$ cat config.mk
export PLATFORM = sky130hd
export DESIGN_NAME = fnd_scan_controller
export DESIGN_NICKNAME = d
export VERILOG_FILES = /design/src/rtl/fnd_scan_controller.sv
export SDC_FILE = /design/constraint.sdc
export NUM_CORES = 1
export LEC_CHECK = 0
export BUFFER_PORTS_ARGS = -buffer_cell sky130_fd_sc_hd__buf_2
export CAP_MARGIN = 5
export CELL_PAD_IN_SITES_DETAIL_PLACEMENT = 0
export CELL_PAD_IN_SITES_GLOBAL_PLACEMENT = 1
export CORE_MARGIN = 2
export CORE_UTILIZATION = 51
export CTS_BUF_LIST = sky130_fd_sc_hd__clkbuf_4 sky130_fd_sc_hd__clkbuf_8 sky130_fd_sc_hd__clkbuf_16
export CTS_CLUSTER_SIZE = 28
export DETAILED_ROUTE_END_ITERATION = 10
export MAX_ROUTING_LAYER = met4
export PLACE_DENSITY = 0.87
export REMOVE_ABC_BUFFERS = 1
export SLEW_MARGIN = 20
export SYNTH_ARGS = -nofsm -noshare
export SYNTH_HDL_FRONTEND = slang
export SYNTH_SLANG_ARGS = --single-unit
$ cat constraint.sdc
create_clock -name i_clk -period 5.8 [get_ports i_clk]
set_input_delay 0.58 -clock i_clk [delete_from_list [all_inputs] [get_ports i_clk]]
set_output_delay 0.58 -clock i_clk [all_outputs]
set_load 0.05 [all_outputs]
$ cat src/rtl/fnd_scan_controller.sv
// 4-digit FND scan controller: per-digit prescaler, digit position counter and a
// once-per-frame sequential double-dabble BCD conversion. Optional: LEADING_ZERO_BLANK_EN.
module fnd_scan_controller #(
  parameter int TICK_DIV = 100000,
  parameter int VALUE_W  = 14
) (
  input  logic               i_clk,
  input  logic               i_reset,
  input  logic               i_enable,
  input  logic [VALUE_W-1:0] i_value,
  output logic [1:0]         o_digitPosition,
  output logic [3:0]         o_bcd,
  output logic               o_blank,
  output logic               o_overflow,
  output logic               o_frameDone
);

  localparam int                 CNT_W     = (TICK_DIV > 1) ? $clog2(TICK_DIV) : 1;
  localparam logic [CNT_W-1:0]   CNT_MAX   = CNT_W'(TICK_DIV - 1);
  localparam logic [VALUE_W-1:0] VAL_MAX   = VALUE_W'(9999);
  localparam logic [3:0]         ITER_LAST = 4'(VALUE_W - 1);

  typedef enum logic [1:0] {
    S_LOAD,
    S_SHIFT,
    S_UPDATE,
    S_WAIT
  } state_t;

  state_t               state_q, state_d;
  logic [CNT_W-1:0]     cnt_q, cnt_d;
  logic [1:0]           pos_q, pos_d;
  logic [VALUE_W-1:0]   bin_q, bin_d;
  logic [15:0]          bcd_q, bcd_d;
  logic [3:0]           iter_q, iter_d;
  logic                 ovf_cap_q, ovf_cap_d;
  logic [15:0]          disp_q, disp_d;
  logic                 ovf_q, ovf_d;
  logic                 done_q, done_d;
  logic                 tick;
  logic                 frame_wrap;
  logic [15+VALUE_W:0]  dd_shift;

  function automatic logic [15:0] add3(input logic [15:0] b);
    logic [15:0] r;
    r = b;
    for (int unsigned i = 0; i < 4; i++) begin
      if (b[4*i +: 4] >= 4'd5) r[4*i +: 4] = b[4*i +: 4] + 4'd3;
    end
    return r;
  endfunction

  // Prescaler and digit position
  always_comb begin
    tick       = i_enable && (cnt_q == CNT_MAX);
    frame_wrap = tick && (pos_q == 2'd3);
    cnt_d      = cnt_q;
    pos_d      = pos_q;
    if (tick) begin
      cnt_d = '0;
      pos_d = pos_q + 2'd1;
    end else if (i_enable) begin
      cnt_d = cnt_q + CNT_W'(1);
    end
  end

  // Conversion FSM
  always_comb begin
    state_d   = state_q;
    bin_d     = bin_q;
    bcd_d     = bcd_q;
    iter_d    = iter_q;
    ovf_cap_d = ovf_cap_q;
    disp_d    = disp_q;
    ovf_d     = ovf_q;
    done_d    = 1'b0;
    dd_shift  = {add3(bcd_q), bin_q} << 1;
    unique case (state_q)
      S_LOAD: begin
        bin_d     = (i_value > VAL_MAX) ? VAL_MAX : i_value;
        ovf_cap_d = (i_value > VAL_MAX);
        bcd_d     = '0;
        iter_d    = '0;
        state_d   = S_SHIFT;
      end
      S_SHIFT: begin
        {bcd_d, bin_d} = dd_shift;
        iter_d         = iter_q + 4'd1;
        if (iter_q == ITER_LAST) state_d = S_UPDATE;
      end
      S_UPDATE: begin
        // frameDone is registered so its pulse coincides with the new digits appearing.
        disp_d  = bcd_q;
        ovf_d   = ovf_cap_q;
        done_d  = 1'b1;
        state_d = S_WAIT;
      end
      S_WAIT: begin
        if (frame_wrap) state_d = S_LOAD;
      end
      default: state_d = S_LOAD;
    endcase
  end

  always_ff @(posedge i_clk or posedge i_reset) begin
    if (i_reset) begin
      state_q   <= S_LOAD;
      cnt_q     <= '0;
      pos_q     <= '0;
      bin_q     <= '0;
      bcd_q     <= '0;
      iter_q    <= '0;
      ovf_cap_q <= 1'b0;
      disp_q    <= '0;
      ovf_q     <= 1'b0;
      done_q    <= 1'b0;
    end else begin
      state_q   <= state_d;
      cnt_q     <= cnt_d;
      pos_q     <= pos_d;
      bin_q     <= bin_d;
      bcd_q     <= bcd_d;
      iter_q    <= iter_d;
      ovf_cap_q <= ovf_cap_d;
      disp_q    <= disp_d;
      ovf_q     <= ovf_d;
      done_q    <= done_d;
    end
  end

  always_comb begin
    unique case (pos_q)
      2'd0:    o_bcd = disp_q[3:0];
      2'd1:    o_bcd = disp_q[7:4];
      2'd2:    o_bcd = disp_q[11:8];
      default: o_bcd = disp_q[15:12];
    endcase
  end

`ifdef LEADING_ZERO_BLANK_EN
  always_comb begin
    unique case (pos_q)
      2'd3:    o_blank = (disp_q[15:12] == 4'd0);
      2'd2:    o_blank = (disp_q[15:8] == 8'd0);
      2'd1:    o_blank = (disp_q[15:4] == 12'd0);
      default: o_blank = 1'b0;
    endcase
  end
`else
  assign o_blank = 1'b0;
`endif

  assign o_digitPosition = pos_q;
  assign o_overflow      = ovf_q;
  assign o_frameDone     = done_q;

endmodule

**After elaboration in Yosys (flattened, before gate mapping)**

Cells that the tools add are included.

- Add/subtract/negate cells: 7
- Order comparisons: 5
- Equal/unequal tests: 10
- Multiplexer cells: 15
- Reduce and logical (&&, ||, !) cells: 7

Operators by type and width:

| cell | count |
|---|---|
| 17-bit 2-to-1 mux | 2 |
| 16-bit one-hot mux with 2 select lines | 1 |
| 14-bit one-hot mux with 2 select lines | 1 |
| 17-bit by 1-bit adder with 17-bit output (second input constant) | 1 |
| 17-bit == test (second input constant) | 1 |
| 4-bit by 3-bit >= comparator with 1-bit output (second input constant) | 4 |
| 14-bit greater-than comparator (second input constant) | 1 |
| 14-bit 2-to-1 mux | 1 |
| 4-bit by 2-bit adder with 4-bit output (second input constant) | 3 |
| 4-bit 2-to-1 mux | 3 |
| 4-bit one-hot mux with 3 select lines | 1 |
| 2-bit == test (second input constant) | 4 |
| 2-bit one-hot mux with 4 select lines | 1 |
| 4-bit one-hot mux with 2 select lines | 1 |
| 4-bit by 1-bit adder with 4-bit output (second input constant) | 1 |
| 2-bit by 1-bit == test with 1-bit output (second input constant) | 2 |
| 4-bit == test (second input constant) | 1 |
| 2-bit logical NOT | 2 |
| 2-bit 2-to-1 mux | 2 |
| 2-bit != test (second input constant) | 2 |
| 2-bit nonzero test | 2 |
| 3-bit by 2-bit adder with 3-bit output (second input constant) | 1 |
| 3-bit 2-to-1 mux | 1 |
| 2-bit by 1-bit adder with 2-bit output (second input constant) | 1 |
| 3 further kinds | 4 |

- Flip-flop bits (word level): 74
- Bits of input ports: 17
- Output and inout port bits: 9
- Word-level logic and storage cells: 54

**Longest topological paths before layout**

- Word-level depth: 5
- Gate-level depth with buffers: 7
- Mapped depth without buffers: 6

**Worst setup path after synthesis**

OpenSTA, ideal clock, no wires.

- Kind: register to output
- From: register pos_q[1], in the netlist o_digitPosition[1]
- To: output o_bcd[0]
- Arrival time: 2.020 ns
- Required time: 5.220 ns
- Path slack: 3.200 ns
- Stages on the path, launching flop included: 4
- Buffers on the path: 1
- Path through: dfrtp_1 ha_1 clkbuf_1 mux2i_1

- Cells in the longest elaborated chain, start to end: 2
- Elaborated cells between the ends (all ways): 4
- Classes of those cells: eq/ne: 2; mux: 1; reduce/logical: 1

Ends and longest elaborated chain:

| what | RTL line | RTL |
|---|---|---|
| start, declared | 32 | `logic [1:0] pos_q, pos_d;` |
| start signal, assigned | 120 | `pos_q <= pos_d;` |
| 2-bit == test, or another cell as far along | 132 | `unique case (pos_q)` |
| 4-bit one-hot mux with 3 select lines * | 132 |  |
| end, declared | 12 | `output logic [3:0] o_bcd,` |

Every way passes the cells marked *; elsewhere a longest branch is shown, timed or not.

**Worst setup path in the final report**

- From: register pos_q[1], in the netlist o_digitPosition[1]
- To: output o_bcd[3]

Same word-level chain as after synthesis.

==> results by group <==
Yosys
  • Synth async-reset ratio: between 90% and 100%
  • Syn. warnings: 0
  • Synthesized area: 0.00382 mm^2
  • Largest family of logic cells by synthesized area: simple AND/OR/NAND/NOR gates
  • XOR/XNOR share of the synthesized area: 4.59%
  • Post-synth EDFFs: 0
  • Mapped Cells: 375
  • Distinct cells, synth: 44
  • FF+latch count, synth: 74
  • Sequential-to-total area share from yosys stat: around 49%
  • Syn_area_per_cell: 10.2 um^2
  • Top-area cell type share of the netlist area: 48.5%
  • Adder-cell share of the synthesized area: 6.56%
  • Mux cell area share after synthesis: under 10%
  • Post-synthesis compound-gate area fraction: 13.7%
  • Biggest area consumer among synthesized cells: dfrtp_1
  • Top_reg_cell synth: dfrtp_1
  • Simple-Gate Fraction of Synth Area: 14.6%
  • Area contributors post-synth: dfrtp_1 (49%), ha_1 (6.6%), mux2_2 (4.4%)

Pwr
  • Switching power: 246 uW
  • Power per Cell Area: 243 mW/mm^2
  • Sw Ratio: 24.0%
  • Seq pwr share: roughly 54%
  • VDD IR max: 0.116 mV
  • Clock Power Share: 39.7%
  • Pwr Total: 1.02 mW
  • Int Pwr: 779 uW
  • Static Leak: 1.96 nW
  • Logic gate share of total power: 5.8%

STA
  • F_max: a little over 400 MHz
  • Setup TNS Final: 0 ns
  • Hold_ws: ~0.49 ns
  • Final min period: approximately 2.4 ns
  • Final count of negative-setup-slack endpoints: 0
  • Final Hold Violating Endpoints: 0
  • Slew Viols, Final: 0
  • Tightest Pin Transition: just under 1 ns
  • RSZ-0062 raised after global routing: no
  • Max-Slew Margin vs Limit: 35.6%
  • Post-route clock period utilization: 41.6%
  • Worst clock skew: 0.0137 ns

Cells and area
  • Share of post-route cells with drive strength above 1: 16.0%
  • Nets: 432
  • Most frequent cells in the layout: dfrtp_1 (74), nand2_1 (35), nor2_1 (24), buf_2 (24), inv_1 (23)
  • Most common cell after layout, fill and taps aside: dfrtp_1
  • Fillers: ~660
  • Register area: 0.00185 mm^2
  • P&R area growth vs syn: 10.5%
  • Footprint of the multi-input gates: 0.00180 mm^2
  • Ant diodes: 0
  • Cell Count, Final, Fillers Out: 499

Routing
  • WL per Instance: 14.6 um
  • Vias per cell: 5.55
  • DR vias: 2767
  • Antenna-violating nets left: 0
  • Post-route DRC: 0
  • Initial DRC count: 226
  • 1st-pass router iterations: 4
  • Routed wire length: 7280 um

Floorplanning
  • Rows: 31
  • Core Area: 0.00725 mm^2
  • Vert. Die Dim: 90.5 um
  • Starting density of the core: 52.6%
  • Die span in x: 90.5 um
  • IO Pins: 26
  • Full die area: 0.00819 mm^2

Placement
  • Gp weighted congestion: between 0.7 and 0.8
  • Dpl cells: 483
  • DP HPWL: between 4000 and 5000 um
  • IO buf count: 24

Run status
  • Status: complete, no violations

Global route
  • Largest net degree at the start of global routing: 75
  • Grt met1 use: approximately 28%
  • Number of global-route vias before repair: 2650
  • Initial antenna violation count: 0
  • Met3 usage: 4.01%
  • GRT Total Usage: between 10% and 20%
  • Total grt overflow: 0
  • First-pass GRT wire length: 12700 um
  • Met2 Usage GRT: 28.1%
  • Most Crowded Layer GR: met2

Clock network
  • Clock Root Buffer: clkbuf_8
  • Post-CTS Setup Bufs: 0
  • Clock sinks: 74
  • Clock Latency Late Sink: 0.34 ns
  • H-tree depth: 3
  • Post_cts resized: 0
  • CTS Buf Count: 9
  • Hold Buf Count CTS: 0
  • Clk buf depth: 2
  • Clock Pin Slew Worst Setup and Hold Paths: 0.08 ns
  • CTS tree: done

Worst setup path
  • Worst EP required: 5.22 ns
  • R2r setup slk: 3.68 ns
  • Slowest stage delay, CP: between 0.4 and 0.5 ns
  • Worst-path cell chain: inv_1, ha_1, a222oi_1, mux2i_1, buf_2
  • Worst setup path class: flip-flop to primary output
  • Crit end category: primary output
  • Crit Path Max Fanout: 6
  • Slowest cell on the critical path: dfrtp_1
  • CP Launch Type: flip-flop
  • Data arrival, critical path: 1.84 ns

Flow run
  • Max Cap Viol: 0

Worst hold path
  • Worst min-delay path category: input port to asynchronous set/reset pin
synth_stat cells, types with 3 or more instances:
cell / count
nand4_1: 7
a222oi_1: 4
o21ai_0: 22
nor4_1: 3
o22ai_1: 7
nor2_1: 24
dfrtp_1: 74
a2bb2oi_1: 4
and3_1: 5
a21o_1: 9
mux2i_1: 12
ha_1: 20
mux2_2: 15
nand3_1: 10
a21oi_1: 15
inv_1: 24
nand2_1: 35
and4_1: 3
xor2_1: 6
buf_1: 3
a211o_1: 4
nand2b_1: 8
xnor2_1: 14
nor3_1: 6
o31ai_1: 4
a22o_1: 3
clkbuf_1: 14
power by group through the flow:
| stage | registers (mW) | clock network [mW] | logic [mW] |
|---|---|---|---|
| 6_report | 0.558 | 0.407 | 0.0599 |
| 5_1_grt | 0.560 | 0.443 | 0.0703 |
| 4_1_cts | 0.557 | 0.418 | 0.0612 |
| 3_5_place_dp | 0.568 | 0 | 0.0608 |
| 3_3_place_gp | 0.567 | 0 | 0.0601 |
| 2_1_floorplan | 0.562 | 0 | 0.0433 |
critical path, delay by kind of cell, from the launching register on:
| family | cells | cell delay (ns) |
|---|---|---|
| flops | 1 | 0.44 |
| mux | 1 | 0.12 |
| fa+ha+maj | 1 | 0.23 |
| buf+inv | 2 | 0.33 |
| compound gates | 1 | 0.37 |
worst paths after layout:
check	from	end	cells past startpoint
worst max-delay path	o_digitPosition[1]	o_bcd[3]	5
worst min-delay path	i_reset	ovf_cap_q	3
worst max register to register	cnt_q[5]	o_digitPosition[1]	4
worst min register to register	cnt_q[11]	cnt_q[11]	1
max in group asynchronous	i_reset	state_q[1]	3
min in group i_clk	cnt_q[11]	cnt_q[11]	1
per-layer routing:
metal / share of wire, % / routed length, um
met2: 44 / 3210
met3: 3.5 / 255
met5: 0 / 0
met4: 1.5 / 112
met1: 51 / 3700
kinds of logic after synthesis:
| kind of cell | count (synthesis) |
|---|---|
| muxes | 27 |
| adders and majority gates | 20 |
| DFF | 74 |
| xor gates and xnor gates | 20 |
| buffers and inverters | 43 |
| AOI/OAI and AO/OA | 79 |
| and+or+nand+nor | 111 |
| other | 1 |
cell type report:
| cell class | count | area share [%] |
|---|---|---|
| clock inverter | 4 | 1.22 |
| timing repair buffer | 28 | 3.56 |
| clock buffer | 12 | 3.62 |
| sequential | 74 | 43.9 |
| tap | 99 | 2.94 |
| multi-input combinational | 258 | 42.6 |
| inverter | 24 | 2.14 |
metrics by stage:
stage                     utilization [%]  instance area (um^2)  setup WS, ns
final                                58.2                  4220          3.38
after global routing                 58.2                  4220          3.24
after CTS                            58.2                  4220          3.38
after detailed placement             55.4                  4020          3.69
after global placement               55.4                  4020          3.73
after floorplan                         -                  3740          3.29
sequential cells by signal, summed over array words and instances (netlist names):
register / count
bcd_q: 16
bin_q: 14
cnt_q: 17
disp_q: 16
iter_q: 4
o_digitPosition: 2
o_frameDone: 1
o_overflow: 1
ovf_cap_q: 1
state_q: 2
Power figures use the tool's default switching activity.
